[src/rtl/piso_serializer.sv]
// rtl/piso_serializer.sv - parallel-in serial-out word serializer with optional even parity
// Bits advance only on tick; one IDLE cycle separates consecutive frames.
module piso_serializer #(
    parameter int WIDTH     = 8,
    parameter int PARITY_EN = 1,
    parameter int MSB_FIRST = 1
) (
    input  logic             clk,
    input  logic             reset_n,
    input  logic [WIDTH-1:0] din,
    input  logic             din_valid,
    output logic             din_ready,
    input  logic             tick,
    output logic             ser_out,
    output logic             ser_valid,
    output logic             ser_last,
    output logic             busy
);

    localparam int            CW       = $clog2(WIDTH);
    localparam logic [CW-1:0] LAST_IDX = CW'(WIDTH - 1);

    typedef enum logic [1:0] {
        IDLE   = 2'd0,
        SHIFT  = 2'd1,
        PARITY = 2'd2
    } state_t;

    state_t           state;
    state_t           state_nxt;
    logic [WIDTH-1:0] sreg;
    logic [WIDTH-1:0] sreg_shifted;
    logic [CW-1:0]    cnt;
    logic             par;
    logic             accept;
    logic             last_data;

    assign accept    = din_valid && (state == IDLE);
    assign last_data = (cnt == LAST_IDX);

    // The output end of the shift register is always the bit currently on ser_out.
    assign sreg_shifted = (MSB_FIRST != 0) ? {sreg[WIDTH-2:0], 1'b0}
                                           : {1'b0, sreg[WIDTH-1:1]};

    always_ff @(posedge clk or negedge reset_n) begin
        if (!reset_n) begin
            state <= IDLE;
        end else begin
            state <= state_nxt;
        end
    end

    always_comb begin
        state_nxt = state;
        case (state)
            IDLE: begin
                if (din_valid) begin
                    state_nxt = SHIFT;
                end
            end
            SHIFT: begin
                if (tick && last_data) begin
                    state_nxt = (PARITY_EN != 0) ? PARITY : IDLE;
                end
            end
            PARITY: begin
                if (tick) begin
                    state_nxt = IDLE;
                end
            end
            default: state_nxt = IDLE;
        endcase
    end

    always_ff @(posedge clk or negedge reset_n) begin
        if (!reset_n) begin
            sreg <= '0;
            cnt  <= '0;
            par  <= 1'b0;
        end else if (accept) begin
            sreg <= din;
            cnt  <= '0;
            par  <= ^din;
        end else if ((state == SHIFT) && tick) begin
            sreg <= sreg_shifted;
            cnt  <= cnt + 1'b1;
        end
    end

    always_comb begin
        din_ready = 1'b0;
        busy      = 1'b1;
        ser_out   = 1'b0;
        ser_valid = 1'b0;
        ser_last  = 1'b0;
        case (state)
            IDLE: begin
                din_ready = 1'b1;
                busy      = 1'b0;
            end
            SHIFT: begin
                ser_out   = (MSB_FIRST != 0) ? sreg[WIDTH-1] : sreg[0];
                ser_valid = 1'b1;
                ser_last  = last_data && (PARITY_EN == 0);
            end
            PARITY: begin
                ser_out   = par;
                ser_valid = 1'b1;
                ser_last  = 1'b1;
            end
            default: begin
                din_ready = 1'b0;
                busy      = 1'b1;
            end
        endcase
    end

endmodule

[config.mk]
export PLATFORM = sky130hd
export DESIGN_NAME = piso_serializer
export DESIGN_NICKNAME = d
export VERILOG_FILES = /design/src/rtl/piso_serializer.sv
export SDC_FILE = /design/constraint.sdc
export NUM_CORES = 1
export LEC_CHECK = 0
export CAP_MARGIN = 20
export CORE_MARGIN = 3
export CORE_UTILIZATION = 45
export CTS_BUF_LIST = sky130_fd_sc_hd__clkbuf_4 sky130_fd_sc_hd__clkbuf_8
export DETAILED_ROUTE_END_ITERATION = 10
export HOLD_SLACK_MARGIN = 0.12
export PLACE_DENSITY = 0.81
export SKIP_CTS_REPAIR_TIMING = 1
export SLEW_MARGIN = 0
export SYNTH_ARGS = -nofsm -noshare
export SYNTH_HDL_FRONTEND = slang
export SYNTH_SLANG_ARGS = --single-unit
[constraint.sdc]
create_clock -name clk -period 1.8 [get_ports clk]
set_input_delay 0.27 -clock clk [delete_from_list [all_inputs] [get_ports clk]]
set_output_delay 0.27 -clock clk [all_outputs]
set_load 0.02 [all_outputs]
# [Word level (Yosys, flattened, before mapping)]
# Cells that the tools add are included.
[classes] add_sub_neg=1 mul=0 div=0 magnitude_cmp=0 eq_ne=6 shift=0 mux=13 n_bitwise=0 n_reduce_logical=8
[ops] op="8-bit two-way mux" n=2
[ops] op="8-bit XOR reduction" n=1
[ops] op="2-bit two-way mux" n=3
[ops] op="3-bit two-way mux" n=2
[ops] op="2-bit inequality test, second input constant" n=3
[ops] op="2-bit one-hot mux with 3 select lines" n=1
[ops] op="1-bit two-way mux" n=4
[ops] op="3-bit by 1-bit adder with 3-bit output, second input constant" n=1
[ops] op="3-bit == test, second input constant" n=1
[ops] op="1-bit logical AND" n=3
[ops] op="3-bit AND reduction" n=1
[ops] op="2-bit by 1-bit == test with 1-bit output, second input constant" n=1
[ops] op="2-bit == test, second input constant" n=1
[ops] op="2-bit zero test" n=1
[ops] op="1-bit one-hot mux with 2 select lines" n=1
[ops] op="2-bit nonzero test" n=1
[ops] op="2-bit OR reduction" n=1
[word_totals] regBits=14 latch_bits=0 ramBits=0 mem_bits_ro=0 in_bits=12 out_inout_bits=5 wordCells=32 memories=0

# [Depth between registers and ports, before layout]
[depth] word_depth=4 mapped_depth=6 mapped_depth_nobuf=6

# [Worst setup path after synthesis]
# No wires, ideal clock.
[synth_timing] kind="reg2reg" from="reg state[0]" to="reg state[0]" t_arrival_ps=1489 t_required_ps=1675 setup_slack_ps=187 stages_incl_launch_ff=6 n_path_buf=0 period_less_slack_ps=1613 path_cell_list="dfrtp_1 > inv_1 > ha_1 > inv_1 > o21ai_1 > mux2_2"
[synth_between] elab_chain_cells=3 word_cells_on_any_way=8
[synth_lines] element="from (decl)" line_no="29" text="state_t state;"
[synth_lines] element="from (signal assigned)" line_no="49" text="state <= state_nxt;"
[synth_lines] element="2-bit by 1-bit == test with 1-bit output, or another cell as far along" line_no="55" text="case (state)"
[synth_lines] element="2-bit inequality test (no line)"
[synth_lines] element="3-bit AND reduction (no line)"
# Several ways; a longest one is shown, not always the timed one.
# A chain may end at the register's enable or synchronous reset.

# [Worst setup path after layout]
[layout_timing] from="reg state[0]" to="out ser_out"
[layout_between] elab_chain_cells=2 word_cells_on_any_way=3
[layout_lines] element="2-bit == test / 2-bit by 1-bit == test with 1-bit output (equally long branches)" line_no="96" text="case (state)"
[layout_lines] element="1-bit one-hot mux with 2 select lines *" line_no="96"
[layout_lines] element="to (decl)" line_no="14" text="output logic ser_out,"
# Every way passes the cells marked *; elsewhere a longest branch is shown, timed or not.

==> results by stage <==
Status:
- The flow ran to the end, and the final reports show no timing, DRC or antenna violations.

STA:
- The clock period minus worst slack is 1.67 ns.
- The final hold violation count is 0.
- The total setup violations reported at the end of the flow is 0.
- In this run the tightest slew margin relative to its limit is 0.578.
- Dividing the final minimum period by the clock period gives 0.929.
- The largest clock skew in the final design is 0.00632 ns.
- Setup repair after global routing left no endpoint under its margin.
- Across all setup checks in the final design, the least slack found is 0.129 ns.
- The pin slew with the least headroom to its limit is 0.631 ns.
- The number of pins exceeding their max-slew limit in the final report is 0.
- Based on the critical path, the design can be clocked at up to 598 MHz.

GRT:
- The number of antenna violations at the first check in global routing was 0.
- The combined global-route utilization of all metal layers is 0.135.
- Entering global routing, the biggest net connects 22 pins.
- After global routing the overflow that remains totals 0.
- The first global-routing pass estimated 2170 um of wire.
- The via count of the first global-routing pass came to 535.

Detailed routing:
- After the first detailed-routing iteration, the DRC count stood at 10.
- The uppermost metal layer occupied by signal nets is met4.
- Detailed routing inserted a total of 595 vias.
- The number of optimization iterations in the first detailed-route pass is 4.
- The total wire length is 1350 um.
- The met2 routed wirelength is 618 um.
- The met1 routed wirelength after detailed routing is 652 um.
- In the routed design, unresolved DRC markers number 0.
- The wire length per cell is 11.6 um.
- The routed design uses 69 um of met3 wire.
- In the routed layout, each cell is associated on average with a via count of 5.13.
- The remaining number of nets flagged by the antenna check after routing is 0.

Synthesis:
- In this run, synthesis produced a sequential element count of 14.
- Synthesis produced a netlist with a net count of 97.
- sky130_fd_sc_hd__dfrtp_1 takes more of the synthesized area than any other cell.
- Counting instances in the post-synthesis netlist gives the leading cell types as sky130_fd_sc_hd__dfrtp_1 (14), sky130_fd_sc_hd__nand2_1 (13), sky130_fd_sc_hd__o21ai_0 (8).
- The synthesized area per cell is 10.1 um^2.
- Of all flip-flops after synthesis, the portion carrying an async set or reset was 1.00.
- Sorting the synthesized cells by area gives the leading types as sky130_fd_sc_hd__dfrtp_1 (45%), sky130_fd_sc_hd__ha_1 (11%), sky130_fd_sc_hd__mux2i_1 (8.9%).
- The share of the synthesized area in the top cell type is 0.447.
- For this run, the number of Yosys warnings is 0.
- In the synthesized netlist the dominant register cell turns out to be sky130_fd_sc_hd__dfrtp_1.
- In this run, synthesis inferred 0 flip-flops with an integrated enable.
- After synthesis the cells add up to 785 um^2.
- The synthesized instance count is 78.
- The sequential element share of the synthesized area is 0.447.
- The cell with the most instances after synthesis is sky130_fd_sc_hd__dfrtp_1.
- The number of library cell types mapped by synthesis is 18.

Finish:
- The layout has 125 filler cells.
- The share of layout cells above drive strength 1 is 0.120.
- The net count of the finished layout is 120.
- Compared with the post-synthesis result, the final layout area differs by 32.1%.
- The multi-input logic area is 408 um^2.
- The area of all placed cells without fillers is 1040 um^2.
- Registers take 350 um^2.
- 0 antenna diodes ended up in the layout.

Place:
- The routability congestion estimate is 0.726.
- Summed over all nets, the half-perimeter wirelength after detailed placement is 1040 um.
- Summing all placed instances gives a cell area of 987 um^2.
- The post-place setup slack is 0.0207 ns.
- The count of buffers added on input and output ports is 16.

Clocking:
- In this run the deepest clock path goes through 2 buffers.
- Clock tree synthesis selected as its root buffer the cell sky130_fd_sc_hd__clkbuf_4.
- For this design, the sink count on the clock tree is 14.
- At the later pin of the worst-skew pair, clock insertion delay measures 0.28 ns.
- The number of CTS-inserted buffers is 3.
- The clock-pin slew on the worst setup and hold paths is 0.09 ns.
- The count of H-tree levels built during CTS is 1.
- TritonCTS built the clock tree.

Floorplan:
- The die footprint is 2280 um^2.
- The I/O pin count is 17.
- The initial utilization of the core area, before any placement, comes to 0.498.
- The floorplan step defined a core boundary enclosing 1580 um^2.
- In this run the horizontal extent of the chip is 47.8 um.
- The floorplan die height is 47.8 um.
- The number of standard-cell rows in the floorplan is 14.

Worst setup path:
- The data required time of the worst path is 1.53 ns.
- Of all nets on the critical path, the largest fanout is 4.
- The worst reg2reg path depth is 7.
- The minimum setup slack among reg-to-reg paths is 0.21 ns.
- The worst setup path is captured at an output pin.
- The most critical setup path has its startpoint at state[0].
- The critical path is of the reg -> out type.
- The endpoint of the worst-slack reg-to-reg timing path is state[0].
- The critical path ends at ser_out.
- In this run the critical register-to-register path is launched from state[0].
- At the worst endpoint, the arrival time is 1.40 ns.
- The type of origin of the critical path is a flip-flop.

Flow run:
- Max-cap violations in this run came to 0.

Power and ir drop:
- The worst-case IR drop observed on VDD is 0.852 mV.
- The power density normalized to cell area is 1500 nW/um^2.
- For this design the static power due to leakage is 0.549 nW.

Hold path:
- The class of the most critical hold timing path is in -> async.
==> cell type report <==
cell class,count,area share
clock buffer,4,0.0350
inverter,3,0.0109
multi-input combinational,58,0.394
sequential,14,0.338
tap,16,0.0193
timing repair buffer,21,0.203
==> per-layer routing <==
metal,GRT usage,up-vias
met2,0.214,19
li1,-,306
met1,0.168,268
met3,0.0414,2
met5,0,-
met4,0.0645,0
==> worst min path at each step <==
stage | cells past startpoint | end | slack, ns
after global routing | 1 | sreg[0] | 0.41
after detailed placement | 2 | cnt[1] | 0.53
after CTS | 1 | cnt[1] | 0.40
final | 1 | sreg[4] | 0.38
after floorplan | 0 | cnt[0] | -0.03
after global placement | 2 | cnt[1] | 0.52
==> power breakdown <==
group	leakage [nW]	internal, mW	switching, mW
logic	0.352	0.394	0.390
registers	0.176	0.459	0.0899
clock network	0.0210	0.123	0.0990
total	0.549	0.975	0.579
==> placed cells by master, fill, tap and decap left out, types with 3 or more instances in the layout <==
cell,count
sky130_fd_sc_hd__a21oi_1,3
sky130_fd_sc_hd__ha_1,7
sky130_fd_sc_hd__clkdlybuf4s50_1,11
sky130_fd_sc_hd__xnor2_1,7
sky130_fd_sc_hd__clkbuf_4,3
sky130_fd_sc_hd__o21ai_0,8
sky130_fd_sc_hd__nand2_1,13
sky130_fd_sc_hd__dfrtp_1,14
sky130_fd_sc_hd__mux2i_1,7
sky130_fd_sc_hd__dlymetal6s2s_1,5
sky130_fd_sc_hd__buf_4,5
==> critical path, cell delays in order (launching register included) <==
cell and delay, ns:
sky130_fd_sc_hd__dfrtp_1 0.41, sky130_fd_sc_hd__inv_2 0.07, sky130_fd_sc_hd__ha_1 0.21, sky130_fd_sc_hd__a22oi_1 0.18
sky130_fd_sc_hd__nor2b_1 0.06, sky130_fd_sc_hd__dlymetal6s2s_1 0.20
==> state kept, by name, indices dropped and copies added (netlist names) <==
signal,cells
par,1
sreg,8
state,2
cnt,3
==> cell families (layout without fill, tap and decap cells) <==
logic type               count (synthesis)  count (layout)  synth area share
AND/OR/NAND/NOR                         20              20             0.108
flip-flops                              14              14             0.447
buffers and inverters                    6              28            0.0335
adder cells (fa/ha/maj)                  7               7             0.112
AO/OA/AOI/OAI                           14              14            0.0925
multiplexers                             9               9             0.118
XOR/XNOR                                 8               8            0.0893
==> metrics by stage <==
step	cells	setup TNS (ns)	utilization	total power, mW	hold WS [ns]
after floorplan	78	0	-	1.06	-0.0256
after global placement	112	0	0.626	1.33	0.515
after detailed placement	112	0	0.626	1.36	0.527
after CTS	116	-0.829	0.649	1.58	0.399
after global routing	116	0	0.657	1.68	0.412
final	116	0	0.657	1.55	0.378
Power figures use the tool's default switching activity.
